`config.mk`:
```
export PLATFORM = sky130hd
export DESIGN_NAME = exu_stage
export DESIGN_NICKNAME = d
export VERILOG_FILES = /design/src/rtl/exu_stage.sv
export SDC_FILE = /design/constraint.sdc
export NUM_CORES = 1
export LEC_CHECK = 0
export ABC_AREA = 1
export CAP_MARGIN = 20
export CORE_MARGIN = 2
export CORE_UTILIZATION = 40
export DETAILED_ROUTE_END_ITERATION = 6
export PLACE_DENSITY_LB_ADDON = 0.3
export SYNTH_ARGS = -nofsm -noshare
export SYNTH_HDL_FRONTEND = slang
export SYNTH_SLANG_ARGS = --single-unit
export TNS_END_PERCENT = 50
```
`constraint.sdc`:
```
create_clock -name clk -period 3.78 [get_ports clk]
set_input_delay 0.567 -clock clk [delete_from_list [all_inputs] [get_ports clk]]
set_output_delay 0.567 -clock clk [all_outputs]
set_load 0.03 [all_outputs]
```
`src/rtl/exu_stage.sv`:
```
// exu_stage: two-entry execute stage between IDU and WBU.
// S1 holds the selected ALU operands, S2 holds the registered ALU result.
// Source operands are bypassed from S1 (live ALU result) or S2 when they
// are captured, so dependent instructions issue back to back.
module exu_stage (
  input  logic        clk,
  input  logic        rst_n,
  input  logic        in_valid_i,
  output logic        in_ready_o,
  input  logic [5:0]  in_op_i,
  input  logic [1:0]  in_src1_sel_i,
  input  logic [1:0]  in_src2_sel_i,
  input  logic [4:0]  in_rs1_idx_i,
  input  logic [4:0]  in_rs2_idx_i,
  input  logic [31:0] in_rs1_data_i,
  input  logic [31:0] in_rs2_data_i,
  input  logic [31:0] in_pc_i,
  input  logic [31:0] in_imm_i,
  input  logic [4:0]  in_rd_i,
  input  logic        in_wen_i,
  input  logic        flush_i,
  output logic [5:0]  alu_op_o,
  output logic [31:0] alu_a_o,
  output logic [31:0] alu_b_o,
  input  logic [31:0] alu_result_i,
  output logic        out_valid_o,
  input  logic        out_ready_i,
  output logic [31:0] out_result_o,
  output logic [4:0]  out_rd_o,
  output logic        out_wen_o
);

  // S1: operand register
  logic        s1_valid_q, s1_valid_d;
  logic [5:0]  s1_op_q,    s1_op_d;
  logic [31:0] s1_a_q,     s1_a_d;
  logic [31:0] s1_b_q,     s1_b_d;
  logic [4:0]  s1_rd_q,    s1_rd_d;
  logic        s1_wen_q,   s1_wen_d;
  // S2: result register
  logic        s2_valid_q, s2_valid_d;
  logic [31:0] s2_res_q,   s2_res_d;
  logic [4:0]  s2_rd_q,    s2_rd_d;
  logic        s2_wen_q,   s2_wen_d;

  logic        out_fire, s2_free, adv, in_fire;
  logic [31:0] rs1_fwd, rs2_fwd;

  // Youngest producer wins: S1's live ALU result beats S2; x0 never forwards.
  function automatic logic [31:0] fwd(
    input logic [4:0]  idx,
    input logic [31:0] rf_data,
    input logic        s1_v,
    input logic        s1_w,
    input logic [4:0]  s1_rd,
    input logic [31:0] s1_res,
    input logic        s2_v,
    input logic        s2_w,
    input logic [4:0]  s2_rd,
    input logic [31:0] s2_res
  );
    if (s1_v && s1_w && (s1_rd == idx) && (idx != 5'd0))      return s1_res;
    else if (s2_v && s2_w && (s2_rd == idx) && (idx != 5'd0)) return s2_res;
    else                                                      return rf_data;
  endfunction

  assign out_fire   = s2_valid_q & out_ready_i;
  assign s2_free    = ~s2_valid_q | out_fire;
  assign adv        = s1_valid_q & s2_free & ~flush_i;
  assign in_ready_o = (~s1_valid_q | adv) & ~flush_i;
  assign in_fire    = in_valid_i & in_ready_o;

  assign alu_op_o     = s1_valid_q ? s1_op_q : 6'd0;
  assign alu_a_o      = s1_valid_q ? s1_a_q  : 32'd0;
  assign alu_b_o      = s1_valid_q ? s1_b_q  : 32'd0;
  assign out_valid_o  = s2_valid_q;
  assign out_result_o = s2_res_q;
  assign out_rd_o     = s2_rd_q;
  assign out_wen_o    = s2_wen_q;

  // Resolve bypass for both sources against the entries currently in flight.
  always_comb begin
    rs1_fwd = fwd(in_rs1_idx_i, in_rs1_data_i, s1_valid_q, s1_wen_q, s1_rd_q,
                  alu_result_i, s2_valid_q, s2_wen_q, s2_rd_q, s2_res_q);
    rs2_fwd = fwd(in_rs2_idx_i, in_rs2_data_i, s1_valid_q, s1_wen_q, s1_rd_q,
                  alu_result_i, s2_valid_q, s2_wen_q, s2_rd_q, s2_res_q);
  end

  // Next state of S1: capture selected operands on accept, drop on advance or flush.
  always_comb begin
    s1_valid_d = s1_valid_q;
    s1_op_d    = s1_op_q;
    s1_a_d     = s1_a_q;
    s1_b_d     = s1_b_q;
    s1_rd_d    = s1_rd_q;
    s1_wen_d   = s1_wen_q;
    if (in_fire) begin
      s1_valid_d = 1'b1;
      s1_op_d    = in_op_i;
      s1_rd_d    = in_rd_i;
      s1_wen_d   = in_wen_i;
      case (in_src1_sel_i)
        2'd0:    s1_a_d = rs1_fwd;
        2'd1:    s1_a_d = in_pc_i;
        default: s1_a_d = 32'd0;
      endcase
      case (in_src2_sel_i)
        2'd0:    s1_b_d = rs2_fwd;
        2'd1:    s1_b_d = in_imm_i;
        2'd2:    s1_b_d = 32'd4;
        default: s1_b_d = 32'd0;
      endcase
    end else if (adv || flush_i) begin
      s1_valid_d = 1'b0;
    end
  end

  // Next state of S2: load the ALU result on advance, empty when WBU takes it.
  always_comb begin
    s2_valid_d = s2_valid_q;
    s2_res_d   = s2_res_q;
    s2_rd_d    = s2_rd_q;
    s2_wen_d   = s2_wen_q;
    if (adv) begin
      s2_valid_d = 1'b1;
      s2_res_d   = alu_result_i;
      s2_rd_d    = s1_rd_q;
      s2_wen_d   = s1_wen_q;
    end else if (out_fire) begin
      s2_valid_d = 1'b0;
    end
  end

  // State registers; reset discards both entries immediately.
  always_ff @(posedge clk or negedge rst_n) begin
    if (!rst_n) begin
      s1_valid_q <= 1'b0;
      s1_op_q    <= 6'd0;
      s1_a_q     <= 32'd0;
      s1_b_q     <= 32'd0;
      s1_rd_q    <= 5'd0;
      s1_wen_q   <= 1'b0;
      s2_valid_q <= 1'b0;
      s2_res_q   <= 32'd0;
      s2_rd_q    <= 5'd0;
      s2_wen_q   <= 1'b0;
    end else begin
      s1_valid_q <= s1_valid_d;
      s1_op_q    <= s1_op_d;
      s1_a_q     <= s1_a_d;
      s1_b_q     <= s1_b_d;
      s1_rd_q    <= s1_rd_d;
      s1_wen_q   <= s1_wen_d;
      s2_valid_q <= s2_valid_d;
      s2_res_q   <= s2_res_d;
      s2_rd_q    <= s2_rd_d;
      s2_wen_q   <= s2_wen_d;
    end
  end

endmodule

```
==> results of run 1 <==
-- cells in the final DEF (no fill, tap or decap) --
| cell | netlist | routed |
|---|---|---|
| a21boi_1 | 20 | 20 |
| a21oi_1 | 25 | 25 |
| buf_12 | 2 | 2 |
| buf_4 | 9 | 12 |
| bufinv_16 | 0 | 5 |
| clkbuf_1 | 31 | 3 |
| clkbuf_16 | 0 | 17 |
| clkbuf_8 | 0 | 2 |
| clkdlybuf4s50_1 | 0 | 299 |
| clkinv_2 | 0 | 4 |
| clkinvlp_4 | 0 | 1 |
| dfrtp_1 | 116 | 115 |
| dfrtp_2 | 0 | 1 |
| diode_2 | 0 | 2 |
| inv_1 | 188 | 188 |
| inv_2 | 6 | 6 |
| nand2_1 | 532 | 532 |
| nand2_2 | 11 | 11 |
| nand2_4 | 22 | 22 |
| nand2_8 | 1 | 1 |
| nand3_1 | 146 | 145 |
| nand3_2 | 30 | 31 |
| nand3b_1 | 1 | 1 |
| nand3b_2 | 1 | 1 |
| nand3b_4 | 1 | 1 |
| nor2_1 | 6 | 2 |
| nor2_2 | 5 | 2 |
| nor2_4 | 2 | 9 |
| nor2_8 | 3 | 3 |
| o21ai_0 | 46 | 46 |
| o21ai_1 | 18 | 18 |
| or2_2 | 20 | 20 |
| or2_4 | 1 | 1 |
| xnor2_1 | 9 | 9 |
-- per-layer routing --
metal	share of wire	up-vias
met3	0.081	75
met5	0	-
met2	0.47	407
met1	0.41	4254
li1	-	4430
met4	0.041	0
-- state kept, by name, indices dropped and copies added, names as in the netlist --
| name | cells |
|---|---|
| out_rd_o | 5 |
| out_result_o | 32 |
| out_valid_o | 1 |
| out_wen_o | 1 |
| s1_a_q | 32 |
| s1_b_q | 32 |
| s1_op_q | 6 |
| s1_rd_q | 5 |
| s1_valid_q | 1 |
| s1_wen_q | 1 |
-- final cells by class --
type / instances / area [um2] / share of cell area
sequential: 116 / 2900 / 0.239
antenna: 2 / 5.00 / 0.000412
timing repair buffer: 313 / 3120 / 0.257
clock buffer: 22 / 464 / 0.0382
clock inverter: 10 / 178 / 0.0146
tap: 275 / 344 / 0.0283
multi-input combinational: 900 / 4400 / 0.362
inverter: 194 / 728 / 0.0600
-- per-stage QoR --
stage	worst slack, ns	area (um2)	cells
5_1_grt	0.775	12100	1832
3_3_place_gp	0.852	11500	1798
3_5_place_dp	0.794	11500	1798
4_1_cts	0.846	12100	1830
2_1_floorplan	2.09	8450	1287
6_report	0.861	12100	1832
-- power by group --
group | total [uW] | internal (uW) | switching (uW)
Sequential | 1630 | 1430 | 195
Combinational | 1390 | 604 | 786
Clock | 1800 | 1200 | 598
Total | 4820 | 3240 | 1580
-- worst max-delay path: cells and delay by family, from the launching register on --
| kind | cells | cell delay (ns) |
|---|---|---|
| buffers and inverters | 3 | 1.13 |
| DFF | 1 | 0.68 |
| and+or+nand+nor | 1 | 0.09 |
-- worst paths after layout --
path | end | slack [ns]
setup / recovery | alu_a_o[19] | 0.86
hold / removal | s1_rd_q[4]$_DFFE_PN0P_ | 0.16
setup reg to reg | s1_b_q[22]$_DFFE_PN0P_ | 1.16
hold reg to reg | s1_op_q[1]$_DFFE_PN0P_ | 0.47
max in group asynchronous | out_result_o[9]$_DFFE_PN0P_ | 2.75
min in group clk | s1_op_q[1]$_DFFE_PN0P_ | 0.47
-- logic make-up (layout without fill, tap and decap cells) --
family          after synthesis  in the layout  synth area share
other cells                   0              2                 0
xor+xnor                      9              9           0.00933
simple gates                782            782             0.435
flops                       116            116             0.344
buf+inv                     271            539             0.142
compound gates              109            109            0.0705
==> impl_metrics.csv, run 1 <==
group,metric,value,unit
outcome,status,"finished clean",
final_layout,utilization,0.581,
global_routing,met2_usage,0.465,
sta,rsz0062_at_grt,"false",
drt,wl_per_cell,16.9,um
logic_synthesis,synthTopCellsByArea,"dfrtp_1 34%, nand2_1 24%, nand3_1 8.7%",
job,drv_cap,0,
global_routing,grtUsageMet1,0.348,
sta,tightest_slew,0.950,ns
clock_tree,cts_root_buf,"clkbuf_16",
clock_tree,clk_pin_slew,0.06,ns
logic_synthesis,synth_area_per_cell,6.56,um2
placement,portBuffers,300,
clock_tree,cts_resized,0,
logic_synthesis,synthDistinctLibCells,28,
drt,drtIter0Drc,558,
drt,ant_nets,0,
clock_tree,cts_buffers,17,
worst_setup_path,required,3.21,ns
logic_synthesis,synth_ff_type,"dfrtp_1",
worst_setup_path,slowest_delay,0.70,ns
placement,place.gp.congestion,0.887,
placement,dp_hpwl,21900,um
power_and_ir_drop,cellLeakagePower,0.00661,uW
logic_synthesis,synthArstFlopShare,1.00,
final_layout,final_nets,1733,
min_path,hold_path_class,"in -> async",
drt,viasPerCell,5.00,
sta,setup_viol,0,
power_and_ir_drop,peakVddDrop,0.313,mV
global_routing,overflow,0,
worst_setup_path,startpoint,"s1_valid_q$_DFFE_PN0P_",
clock_tree,post_cts_buffers,0,
clock_tree,cts_tree,"yes",
global_routing,top_usage_layer,"met2",
worst_setup_path,worstSetupPathType,"reg -> out",
logic_synthesis,syn_nets,1478,
global_routing,met3_usage,0.0630,
die,die_h,149,um
worst_setup_path,cp.arrival,2.35,ns
logic_synthesis,synthCells,1287,
final_layout,syn_to_final_growth,43.8,%
die,pin_count,301,
drt,totalWireLength,31000,um
sta,final-hold-violation-count,0,
clock_tree,numClockSinks,116,
die,dieArea,22300,um2
logic_synthesis,ys_ff_latch,116,
power_and_ir_drop,p_total,4820,uW
sta,hold_ws,0.160,ns
sta,clock_skew,0.00899,ns
worst_setup_path,critPathCaptureType,"primary output",
final_layout,drive_gt1_frac,0.0977,
sta,max_freq,0.343,GHz
worst_setup_path,start_kind,"flip-flop",
worst_setup_path,slowest_stage,"clkdlybuf4s50_1",
die,rows,53,
final_layout,nFillCells,2022,
sta,fin_crit_sh,0.772,
logic_synthesis,yosysTopAreaCell,"dfrtp_1",
sta,relSlewSlack,0.365,
power_and_ir_drop,powerDensity,397,nW/um2
global_routing,antenna_found_initial,2,
worst_setup_path,path_max_fanout,53,
die,initial_core_util,0.404,
global_routing,grt_pass1_vias,9105,
global_routing,grt_max_degree,73,
logic_synthesis,synth_edf_count,0,
sta,setup_tns,0,ns
logic_synthesis,synthesis.area,8450,um2
global_routing,grt_pass1_wl,48600,um
clock_tree,ctsHoldBuffers,0,
logic_synthesis,post-synth-top-count-cell,"nand2_1",
die,core,20900,um2
clock_tree,h-tree-depth,4,
clock_tree,insertion_delay,0.42,ns
sta,fin_crit,2.92,ns
logic_synthesis,yosysTopAreaCellShare,0.344,
drt,first_pass_iters,6,
die,fp.dieW,149,um
sta,slew_violations,0,
worst_setup_path,r2r_start,"s1_valid_q$_DFFE_PN0P_",
worst_setup_path,reg2regPathDepth,9,
logic_synthesis,synth_common_cells,"532 x nand2_1, 188 x inv_1, 146 x nand3_1, 116 x dfrtp_1, 46 x o21ai_0",
logic_synthesis,yosys_warnings,0,
clock_tree,clockBufferDepth,2,
drt,drc,0,
worst_setup_path,cp_cell_sequence,"buf_12 > nand2_1 > inv_1 > clkdlybuf4s50_1",
logic_synthesis,ys_seq_area_frac,0.344,
global_routing,grt_use_total,0.280,
drt,vias,9166,
No activity file was read; power rests on OpenSTA's default activity.
==> inputs of run 2 (changes only) <==
==> constraint.sdc (replaced) <==
create_clock -name clk -period 2.78 [get_ports clk]
set_input_delay 0.417 -clock clk [delete_from_list [all_inputs] [get_ports clk]]
set_output_delay 0.417 -clock clk [all_outputs]
set_load 0.03 [all_outputs]
==> impl_metrics.csv, run 2 (same netlist as run 1, synthesis figures left out) <==
group,metric,value,unit
outcome,status,"finished clean",
die,rows,53,
sta,setup_viol,0,
placement,dp_hpwl,22600,um
clock_tree,post_cts_buffers,0,
power_and_ir_drop,switchingPower,2170,uW
worst_setup_path,cp.arrival,2.14,ns
clock_tree,clockBufferDepth,2,
sta,fin_crit,2.55,ns
job,drv_cap,0,
clock_tree,cts_root_buf,"clkbuf_16",
die,pin_count,301,
sta,tightest_slew,0.665,ns
final_layout,nFillCells,1958,
global_routing,grt_pass1_vias,9017,
worst_setup_path,critPathCaptureType,"primary output",
drt,drtIter0Drc,585,
power_and_ir_drop,powerDensity,533,nW/um2
global_routing,antenna_found_initial,1,
power_and_ir_drop,combPwrFrac,0.293,
worst_setup_path,worstSetupPathType,"reg -> out",
power_and_ir_drop,intPower,4410,uW
power_and_ir_drop,swShare,0.330,
placement,place.gp.congestion,0.910,
drt,vias,9127,
sta,slew_violations,0,
sta,fin_crit_sh,0.919,
power_and_ir_drop,cellLeakagePower,0.00674,uW
worst_setup_path,required,2.36,ns
final_layout,drive_gt1_frac,0.110,
sta,relSlewSlack,0.556,
sta,setup_tns,0,ns
clock_tree,clk_pin_slew,0.06,ns
worst_setup_path,r2r-end,"s1_b_q[2]$_DFFE_PN0P_",
clock_tree,cts_resized,0,
power_and_ir_drop,clkPwrFrac,0.372,
power_and_ir_drop,p_seq_frac,0.335,
drt,wl_per_cell,16.8,um
worst_setup_path,r2r_start,"s1_valid_q$_DFFE_PN0P_",
die,fp.dieW,149,um
clock_tree,cts_tree,"yes",
placement,portBuffers,300,
drt,drc,0,
min_path,hold_path_class,"in -> async",
worst_setup_path,start_kind,"flip-flop",
worst_setup_path,path_max_fanout,43,
final_layout,final_nets,1752,
die,dieArea,22300,um2
worst_setup_path,r2r_setup_slack,0.67,ns
sta,hold_ws,0.0109,ns
power_and_ir_drop,peakVddDrop,0.423,mV
final_layout,layout_common_cells,"532 x nand2_1, 299 x clkdlybuf4s50_1, 188 x inv_1, 145 x nand3_1, 115 x dfrtp_1",
final_layout,instances_no_fill,1851,
drt,totalWireLength,31100,um
die,initial_core_util,0.404,
sta,max_freq,0.392,GHz
final_layout,syn_to_final_growth,46.1,%
clock_tree,insertion_delay,0.42,ns
global_routing,grt_pass1_wl,48600,um
final_layout,final_common_cell,"nand2_1",
drt,viasPerCell,4.93,
global_routing,grt_max_degree,55,
worst_setup_path,reg2regPathDepth,11,
global_routing,overflow,0,
clock_tree,h-tree-depth,4,
global_routing,grt_use_total,0.281,
sta,rsz0062_at_grt,"false",
die,die_h,149,um
sta,final-hold-violation-count,0,
clock_tree,ctsHoldBuffers,0,
die,core,20900,um2
sta,clock_skew,0.0118,ns
clock_tree,numClockSinks,116,
drt,ant_nets,0,
placement,dp.cells,1817,
clock_tree,cts_buffers,17,
drt,first_pass_iters,6,
## run 2: stage by stage
stage                     setup WS [ns]  area (um2)  total power (uW)  utilization
after floorplan                    1.09        8450              3180            -
final                             0.226       12300              6580        0.591
after global routing              0.146       12300              6840        0.591
after detailed placement          0.225       11700              4150        0.560
after CTS                         0.220       12300              6600        0.591
after global placement            0.278       11700              4120        0.560
## run 2: power groups by stage
stage          registers, uW  logic (uW)  clock network, uW
6_report                2200        1930               2440
5_1_grt                 2230        2090               2520
4_1_cts                 2200        1940               2460
3_5_place_dp            2220        1930                  0
3_3_place_gp            2220        1900                  0
2_1_floorplan           2360         817                  0
## run 2: critical path, cell delays in order (launching register included)
cell	delay (ns)
dfrtp_2	0.55
buf_12	0.26
nand2_1	0.08
inv_1	0.11
clkdlybuf4s50_1	0.69
## run 2: per-layer routing
metal  GRT usage  up-vias  share of wire
li1            -     4467              -
met1       0.358     4244           0.42
met2       0.481      374           0.49
met3      0.0569       42          0.072
met4      0.0886        0          0.022
met5           0        -              0
## run 2: worst max-delay path by stage
stage                                  startpoint                endpoint  slack [ns]
after floorplan           out_valid_o$_DFFE_PN0P_   s1_b_q[2]$_DFFE_PN0P_        1.09
after global placement            in_rs2_idx_i[2]  s1_b_q[23]$_DFFE_PN0P_        0.28
after detailed placement          in_rs2_idx_i[2]  s1_b_q[23]$_DFFE_PN0P_        0.22
after CTS                  s1_valid_q$_DFFE_PN0P_             alu_a_o[19]        0.22
after global routing       s1_valid_q$_DFFE_PN0P_             alu_a_o[19]        0.15
final                      s1_valid_q$_DFFE_PN0P_             alu_a_o[19]        0.23
## run 2: cell type report
class                           instances  area [um2]  share of cell area
Inverter                              194         728              0.0590
Sequential cell                       116        2900               0.235
Clock buffer                           23         498              0.0404
Tap cell                              275         344              0.0279
Multi-Input combinational cell        900        4400               0.356
Antenna cell                            2        5.00            0.000406
Timing Repair Buffer                  332        3320               0.269
Clock inverter                          9         148              0.0120
